### src/rtl/inventory_arbiter.sv
`default_nettype none
// ============================================================================
// Module      : inventory_arbiter
// Description : Per-slot item-count store for the vending machine. Accesses
//               from three requesters are serialised into a fixed
//               grant/execute/respond sequence:
//                 admin   - write a slot count (values above MAX_CNT are clamped)
//                 vend    - decrement a slot count if it is nonzero
//                 display - read a slot count
//               A running count of sold-out slots is also kept.
// Ports       : clk, rst_n (async, active-low)
//               adm_req/adm_slot/adm_wdata -> adm_ack/adm_ok
//               vend_req/vend_slot         -> vend_ack/vend_ok
//               rd_req/rd_slot             -> rd_ack/rd_data
//               busy        : FSM is not idle
//               empty_slots : number of valid slots whose count is zero
// Revision    : 1.0 - initial release
// ============================================================================
module inventory_arbiter #(
  parameter int SLOTS    = 69,
  parameter int IDX_W    = 7,
  parameter int CNT_W    = 4,
  parameter int MAX_CNT  = 9,
  parameter int INIT_CNT = 9
) (
  input  logic             clk,
  input  logic             rst_n,
  input  logic             adm_req,
  input  logic [IDX_W-1:0] adm_slot,
  input  logic [CNT_W-1:0] adm_wdata,
  output logic             adm_ack,
  output logic             adm_ok,
  input  logic             vend_req,
  input  logic [IDX_W-1:0] vend_slot,
  output logic             vend_ack,
  output logic             vend_ok,
  input  logic             rd_req,
  input  logic [IDX_W-1:0] rd_slot,
  output logic             rd_ack,
  output logic [CNT_W-1:0] rd_data,
  output logic             busy,
  output logic [IDX_W-1:0] empty_slots
);

  typedef enum logic [1:0] {IDLE = 2'd0, EXEC = 2'd1, RESP = 2'd2} state_t;
  typedef enum logic [1:0] {OP_ADM = 2'd0, OP_VEND = 2'd1, OP_RD = 2'd2} op_t;

  localparam logic [CNT_W-1:0] MAX_VAL  = CNT_W'(MAX_CNT);
  localparam logic [CNT_W-1:0] INIT_VAL = CNT_W'(INIT_CNT);
  localparam logic [IDX_W:0]   SLOT_LIM = (IDX_W+1)'(SLOTS);
  localparam logic [IDX_W-1:0] EMPTY_RST = (INIT_CNT == 0) ? IDX_W'(SLOTS) : '0;
  localparam logic [IDX_W-1:0] EMPTY_MAX = IDX_W'(SLOTS);

  state_t           state;
  op_t              op;
  logic [IDX_W-1:0] op_slot;
  logic [CNT_W-1:0] op_wdata;
  logic             rr_last_rd;   // 1: last vend/rd grant went to rd
  logic [CNT_W-1:0] cnt [SLOTS];

  logic             slot_ok;
  logic [CNT_W-1:0] cur;
  logic [CNT_W-1:0] new_val;
  logic             wr;
  logic             vend_win;

  assign slot_ok = ({1'b0, op_slot} < SLOT_LIM);
  // Out-of-range slots never touch the array; they read as zero.
  assign cur     = slot_ok ? cnt[op_slot] : '0;
  // Vend beats rd on a tie unless vend was the previous vend/rd grant.
  assign vend_win = vend_req && (!rd_req || rr_last_rd);

  always_comb begin
    new_val = cur;
    wr      = 1'b0;
    case (op)
      OP_ADM: begin
        new_val = (op_wdata > MAX_VAL) ? MAX_VAL : op_wdata;
        wr      = slot_ok;
      end
      OP_VEND: begin
        new_val = cur - 1'b1;
        wr      = slot_ok && (cur != '0);
      end
      default: begin
        new_val = cur;
        wr      = 1'b0;
      end
    endcase
  end

  always_ff @(posedge clk or negedge rst_n) begin
    if (!rst_n) begin
      for (int i = 0; i < SLOTS; i++) cnt[i] <= INIT_VAL;
      state       <= IDLE;
      op          <= OP_ADM;
      op_slot     <= '0;
      op_wdata    <= '0;
      rr_last_rd  <= 1'b1;
      adm_ack     <= 1'b0;
      adm_ok      <= 1'b0;
      vend_ack    <= 1'b0;
      vend_ok     <= 1'b0;
      rd_ack      <= 1'b0;
      rd_data     <= '0;
      busy        <= 1'b0;
      empty_slots <= EMPTY_RST;
    end else begin
      // Acks and ok flags are single-cycle pulses by default.
      adm_ack  <= 1'b0;
      adm_ok   <= 1'b0;
      vend_ack <= 1'b0;
      vend_ok  <= 1'b0;
      rd_ack   <= 1'b0;
      case (state)
        IDLE: begin
          if (adm_req) begin
            op       <= OP_ADM;
            op_slot  <= adm_slot;
            op_wdata <= adm_wdata;
            state    <= EXEC;
            busy     <= 1'b1;
          end else if (vend_win) begin
            op         <= OP_VEND;
            op_slot    <= vend_slot;
            rr_last_rd <= 1'b0;
            state      <= EXEC;
            busy       <= 1'b1;
          end else if (rd_req) begin
            op         <= OP_RD;
            op_slot    <= rd_slot;
            rr_last_rd <= 1'b1;
            state      <= EXEC;
            busy       <= 1'b1;
          end
        end
        EXEC: begin
          state <= RESP;
          if (wr) begin
            cnt[op_slot] <= new_val;
            if ((cur != '0) && (new_val == '0) && (empty_slots < EMPTY_MAX))
              empty_slots <= empty_slots + 1'b1;
            else if ((cur == '0) && (new_val != '0) && (empty_slots != '0))
              empty_slots <= empty_slots - 1'b1;
          end
          // Acks are registered here so they are high throughout RESP.
          case (op)
            OP_ADM: begin
              adm_ack <= 1'b1;
              adm_ok  <= slot_ok && (op_wdata <= MAX_VAL);
            end
            OP_VEND: begin
              vend_ack <= 1'b1;
              vend_ok  <= wr;
            end
            default: begin
              rd_ack  <= 1'b1;
              rd_data <= cur;
            end
          endcase
        end
        default: begin
          state <= IDLE;
          busy  <= 1'b0;
        end
      endcase
    end
  end

endmodule
`default_nettype wire

### config.mk
export PLATFORM = sky130hd
export DESIGN_NAME = inventory_arbiter
export DESIGN_NICKNAME = d
export VERILOG_FILES = /design/src/rtl/inventory_arbiter.sv
export SDC_FILE = /design/constraint.sdc
export NUM_CORES = 1
export LEC_CHECK = 0
export CAP_MARGIN = 20
export CORE_ASPECT_RATIO = 0.9
export CORE_UTILIZATION = 35
export CTS_CLUSTER_DIAMETER = 200
export DETAILED_ROUTE_END_ITERATION = 8
export PLACE_DENSITY_LB_ADDON = 0.1
export SKIP_CTS_REPAIR_TIMING = 1
export SLEW_MARGIN = 25
export SYNTH_ARGS = -nofsm -noshare
export SYNTH_HDL_FRONTEND = slang
export SYNTH_SLANG_ARGS = --single-unit
### constraint.sdc
create_clock -name clk -period 14.67 [get_ports clk]
set_input_delay 2.2005 -clock clk [delete_from_list [all_inputs] [get_ports clk]]
set_output_delay 2.2005 -clock clk [all_outputs]
set_load 0.02 [all_outputs]
==> flow_summary.toml, run 1 <==
[floorplan]
die_w_um = 220
dieArea_mm2 = 0.0437
initial_utilization_pct = 35.7
rows = 71
core_mm2 = 0.0420
ios = 47
die-height_um = 198

[synthesis]
yosys_most_used_dff = "dfrtp_1"
syn_inst = 1450
yosys_warnings = 0
yosysSeqAreaShare_pct = 52.7
syn-num-nets = 1487
avgSynthCellArea_um2 = 10.3
synth-edff-count = 0
synth.ff_latch_count = 309
synthDistinctLibCells = 71
syn-cell-area_mm2 = 0.0150
async_flop_share_pct = 100

[setup_path]
arrival_ps = 7760
crit_slowest_cell = "or4b_2"
path_max_fanout = 38
max_stage_delay_ps = 650
r2r_start = "op_slot[0]"
cp-end-kind = "flip-flop"
crit_chain = "buf_4, buf_4, mux4_2, mux2_2, nand2_1, o211ai_1, nor4b_2, nand3_1, or4_1, a21oi_2, or2_1, nand3_1, fa_1, a21o_1, a21oi_1, o21bai_1, a21oi_1, or4b_2, nor3_1, a41oi_1, nand4_1"
rrSetupSlack_ps = 7390
crit_type = "flip-flop to flip-flop"
cp-endpoint = "empty_slots[6]"
r2r-end = "empty_slots[6]"
required_ps = 15140
timing.critical_path.from = "op_slot[0]"
critPathLaunchType = "flip-flop"
rr_worst_depth = 21

[sta]
fmax_mhz = 137
finalCriticalPeriod_ps = 7280
tns_ps = 0
finalHoldViolations = 0
drv_slew = 0
setup_ws_ps = 7390
tightest_slew_ps = 945
relSlewSlack_pct = 36.9
finalCritPeriodShare_pct = 49.7
finalSetupViolCount = 0
rsz0062_at_grt = "no"
finalClockSkew_ps = 27.4

[route]
wirelength_mm = 46.7
first_pass_iters = 6
antenna_left = 0
via_count = 10900
drc = 0
drt_iter0_drc = 706
via_per_inst = 5.49
post_drt_wl_per_cell_um = 23.5

[global_route]
grt_pass1_wl_mm = 72.5
grt.met3_usage_pct = 3.52
grt.busiest_layer = "met1"
gr-usage-met2_pct = 32.2
grt_start_max_net_pins = 140
grtUsageMet1_pct = 33.8
grt_pass1_vias = 11100
grt_antenna_before_repair = 1
grt-ovfl-total = 0
grt_usage_pct = 22.2

[clock_tree]
cts_inserted_buffers = 36
cts.path.max_buffers = 3
clock_latency_ps = 550
clk_pin_slew_ps = 60
cts_tree = "built"
htree_levels = 2
cts_root_buffer = "clkbuf_16"
cts.sinks = 309

[power_and_ir_drop]
ir_drop_mv = 0.153
power_density_mw_per_mm2 = 230
p_leak_nw = 7.03
power_mw = 3.93

[finish]
regArea_mm2 = 0.00791
instances_no_fill = 1986
finalInstanceArea_mm2 = 0.0170
area_growth_pct = 13.6
multiInputGateArea_mm2 = 0.00646
drive_gt1_share_pct = 25.4
final_cell_mix = "183 x nand2_1, 171 x o21ai_0, 167 x dfrtp_1, 139 x dfstp_2, 103 x mux2_2"
nets = 1446
fillers = 4045
final_common_cell = "nand2_1"

[placed_design]
gp_congestion = 0.808
io_buffers = 46
place_hpwl_mm = 29.9
dpl_cell_area_mm2 = 0.0158
dp_cells = 1917
pre_cts_slack_ps = 7370

[outcome]
status = "finished, final reports clean"

[hold_path]
hold_start = "cnt[64]"
holdCritPathClass = "flip-flop to flip-flop"

[flow_run]
max_cap_violations = 0
-- worst min-delay path by stage --
stage          endpoint  slack, ps  cells past startpoint
4_1_cts         cnt[64]        480                      2
5_1_grt         cnt[48]        500                      2
2_1_floorplan    cnt[1]        440                      2
3_3_place_gp     cnt[1]        460                      2
6_report        cnt[64]        480                      2
3_5_place_dp    cnt[65]        470                      2
-- through the flow --
step                util, %  hold slack [ps]
floorplan                 -              442
global placement       37.5              455
detailed placement     37.5              467
CTS                    40.5              479
global route           40.5              498
finish                 40.5              476
-- power by group --
part | internal [mW] | total (mW) | switching [mW] | leakage, nW
registers | 1.16 | 1.35 | 0.195 | 3.75
clock network | 0.585 | 0.960 | 0.375 | 0.620
logic | 0.509 | 1.61 | 1.10 | 2.67
total | 2.25 | 3.93 | 1.67 | 7.03
-- critical path: cells and delay by family (launching register included) --
family,cells,cell delay [ps]
compound gates,7,1300
buf+inv,2,1140
simple gates,9,2770
fa+ha+maj,1,480
flops,1,610
mux,2,860
-- area by class of cell --
| class | instances | share of cell area, % |
|---|---|---|
| Antenna cell | 2 | 0.0294 |
| Clock buffer | 53 | 6.37 |
| Clock inverter | 13 | 1.04 |
| Inverter | 15 | 0.330 |
| Multi-Input combinational cell | 978 | 37.9 |
| Sequential cell | 309 | 46.4 |
| Tap cell | 547 | 4.02 |
| Timing Repair Buffer | 69 | 3.86 |
-- logic make-up after synthesis --
group	after synthesis	share of synthesized area, %
compound gates	380	15.1
xor+xnor	5	0.292
fa+ha+maj	7	0.634
buf+inv	163	4.50
flops	309	52.7
mux	161	13.8
simple gates	425	13.0
-- per-layer routing --
metal  part of all wire (%)  wire length [um]
met1                     50             23100
met2                     43             20000
met3                    5.5              2550
met4                    2.0               926
met5                      0                 0
-- cells in the mapped netlist (all sizes together) (3+ instances only) --
| master | number | area (um^2) |
|---|---|---|
| clkbuf | 126 | 473 |
| a21oi | 99 | 499 |
| a221oi | 21 | 184 |
| o22ai | 9 | 56.3 |
| mux4 | 25 | 571 |
| buf | 22 | 145 |
| a31oi | 8 | 50.1 |
| a221o | 9 | 90.1 |
| nor3 | 16 | 80.1 |
| o21a | 3 | 22.5 |
| nor2 | 99 | 374 |
| nand2 | 183 | 687 |
| dfrtp | 170 | 4250 |
| and2 | 7 | 43.8 |
| nor2b | 13 | 81.3 |
| mux2i | 32 | 320 |
| o211ai | 4 | 30.0 |
| nand3 | 9 | 45.0 |
| o31ai | 3 | 22.5 |
| xnor2 | 4 | 35.0 |
| o21ai | 174 | 871 |
| nand2b | 10 | 62.6 |
| a22oi | 15 | 113 |
| nor4 | 3 | 18.8 |
| a21o | 4 | 30.0 |
| ha | 6 | 75.1 |
| and3 | 39 | 244 |
| a22o | 4 | 35.0 |
| nor4b | 3 | 32.5 |
| mux2 | 104 | 1170 |
| dfstp | 139 | 3650 |
| inv | 15 | 56.3 |
| a211o | 3 | 26.3 |
| or3 | 36 | 225 |
-- flip-flops by register name (all words and copies together) (netlist names), 2 cells and up --
name / cells
cnt: 276
op_wdata: 4
op_slot: 7
rd_data: 4
op: 2
state: 2
empty_slots: 7
Note: power is estimated with default switching activity, not from simulation.
==> inputs of run 2 (changes only) <==
Clock period 14.67 ns to 6.11 ns, I/O delays scaled along.
==> flow_summary.toml, run 2 (synthesis results as in run 1) <==
[outcome]
status = "finished, final reports clean"

[sta]
drv_slew = 0
finalClockSkew_ps = 23.3
setup_ws_ps = 311
hold_ws_ps = 350
finalHoldViolations = 0
finalCriticalPeriod_ps = 5800
tightest_slew_ps = 1090
finalSetupViolCount = 0
fmax_mhz = 172
finalCritPeriodShare_pct = 94.9
relSlewSlack_pct = 27.1

[route]
via_per_inst = 5.42
via_count = 11000
post_drt_wl_per_cell_um = 23.7
wirelength_mm = 48.1
first_pass_iters = 8
drc = 0
antenna_left = 0
drt_iter0_drc = 819

[floorplan]
core_mm2 = 0.0420
rows = 71
die_w_um = 220
initial_utilization_pct = 35.7
ios = 47
dieArea_mm2 = 0.0437
die-height_um = 198

[flow_run]
max_cap_violations = 0

[clock_tree]
cts.path.max_buffers = 3
cts_tree = "built"
htree_levels = 2
cts.sinks = 309
clock_latency_ps = 540
cts_root_buffer = "clkbuf_16"
clk_pin_slew_ps = 60
cts_inserted_buffers = 37

[finish]
final_cell_mix = "183 x nand2_1, 171 x o21ai_0, 167 x dfrtp_1, 139 x dfstp_2, 103 x mux2_2"
reg.largest.list = "cnt: 276 flops, empty_slots: 7 flops, op_slot: 7 flops"
largest_reg_flops = 276
area_growth_pct = 16.1
nets = 1494
post-route-util_pct = 41.4
top_register = "cnt"
num_antenna_cells = 0
drive_gt1_share_pct = 27.3
final_common_cell = "nand2_1"

[setup_path]
cp-end-kind = "flip-flop"
crit_chain = "buf_6, and2_0, buf_4, buf_4, a221o_1, a21oi_1, o22ai_1, nor4b_4, buf_4, nand3_1, or4_1, a21oi_2, or2_1, nand3_2, fa_1, a21o_1, a21oi_1, o21bai_1, a21oi_2, or4b_2, nor3_1, a41oi_1, nand4_1"
arrival_ps = 6250
timing.critical_path.from = "op_slot[0]"
r2r_start = "op_slot[0]"
crit_top_cell = "buf_4"
rr_worst_depth = 23
max_stage_delay_ps = 630
crit_slowest_cell = "or4b_2"
path_max_fanout = 12
required_ps = 6560
crit_type = "flip-flop to flip-flop"
critPathLaunchType = "flip-flop"

[global_route]
grt-ovfl-total = 0
grt_usage_pct = 22.7
grt_start_max_net_pins = 163
grt_antenna_before_repair = 0
grt_pass1_wl_mm = 73.4
grt_pass1_vias = 11000

[placed_design]
place_hpwl_mm = 32.2
gp_congestion = 0.834
io_buffers = 46
pre_cts_slack_ps = 83.7

[hold_path]
holdCritPathClass = "primary input to asynchronous set/reset pin"

[power_and_ir_drop]
power_mw = 9.66
ir_drop_mv = 0.487
power_density_mw_per_mm2 = 555
p_leak_nw = 7.27
[run 2: changes by cell type in the layout (fill, tap and decap cells not counted), moves of 3 or more]
| cell | before | now |
|---|---|---|
| buf_4 | 21 | 62 |
| clkbuf_8 | 10 | 7 |
| bufinv_16 | 4 | 1 |
| buf_12 | 1 | 5 |
| clkbuf_1 | 6 | 15 |
[run 2: where the power goes]
group	internal (mW)	total (mW)	switching (mW)
clock	1.30	2.18	0.878
combinational	1.47	4.21	2.74
sequential	2.78	3.27	0.487
total	5.55	9.66	4.11
[run 2: layout make-up]
cell class / count / area [um^2]
Fill cell: 4065 / 24600
Sequential cell: 309 / 7910
Multi-Input combinational cell: 978 / 6470
Clock buffer: 61 / 1130
Timing Repair Buffer: 116 / 1100
Tap cell: 547 / 684
Clock inverter: 7 / 63.8
Inverter: 15 / 56.3
[run 2: path summary, 6_finish.rpt]
kind                             endpoint  slack, ps
setup / recovery           empty_slots[6]        310
max in group asynchronous        cnt[161]       4400
hold / removal                 rd_data[0]        350
hold reg to reg                  cnt[234]        470
setup reg to reg           empty_slots[6]        310
min in group clk                 cnt[234]        470
[run 2: worst max-delay path, delay by kind of cell (launching register included)]
kind / cells / cell delay (ps)
AOI/OAI and AO/OA: 9 / 1520
adders and majority gates: 1 / 430
buffers and inverters: 4 / 730
DFF: 1 / 580
and+or+nand+nor: 9 / 2430
[run 2: routing by layer]
layer	vias up	track usage, %	part of all wire [%]
met3	58	3.10	4.0
met5	-	0	0
met4	0	4.96	1.8
met2	240	33.6	44
li1	5144	-	-
met1	5574	34.9	50
[run 2: through the flow]
| step | area (um^2) | setup TNS (ps) | std cells |
|---|---|---|---|
| floorplan | 15000 | 0 | 1450 |
| global placement | 16100 | 0 | 1956 |
| detailed placement | 16100 | 0 | 1956 |
| CTS | 17300 | 0 | 2024 |
| global route | 17400 | -1.97 | 2033 |
| finish | 17400 | 0 | 2033 |
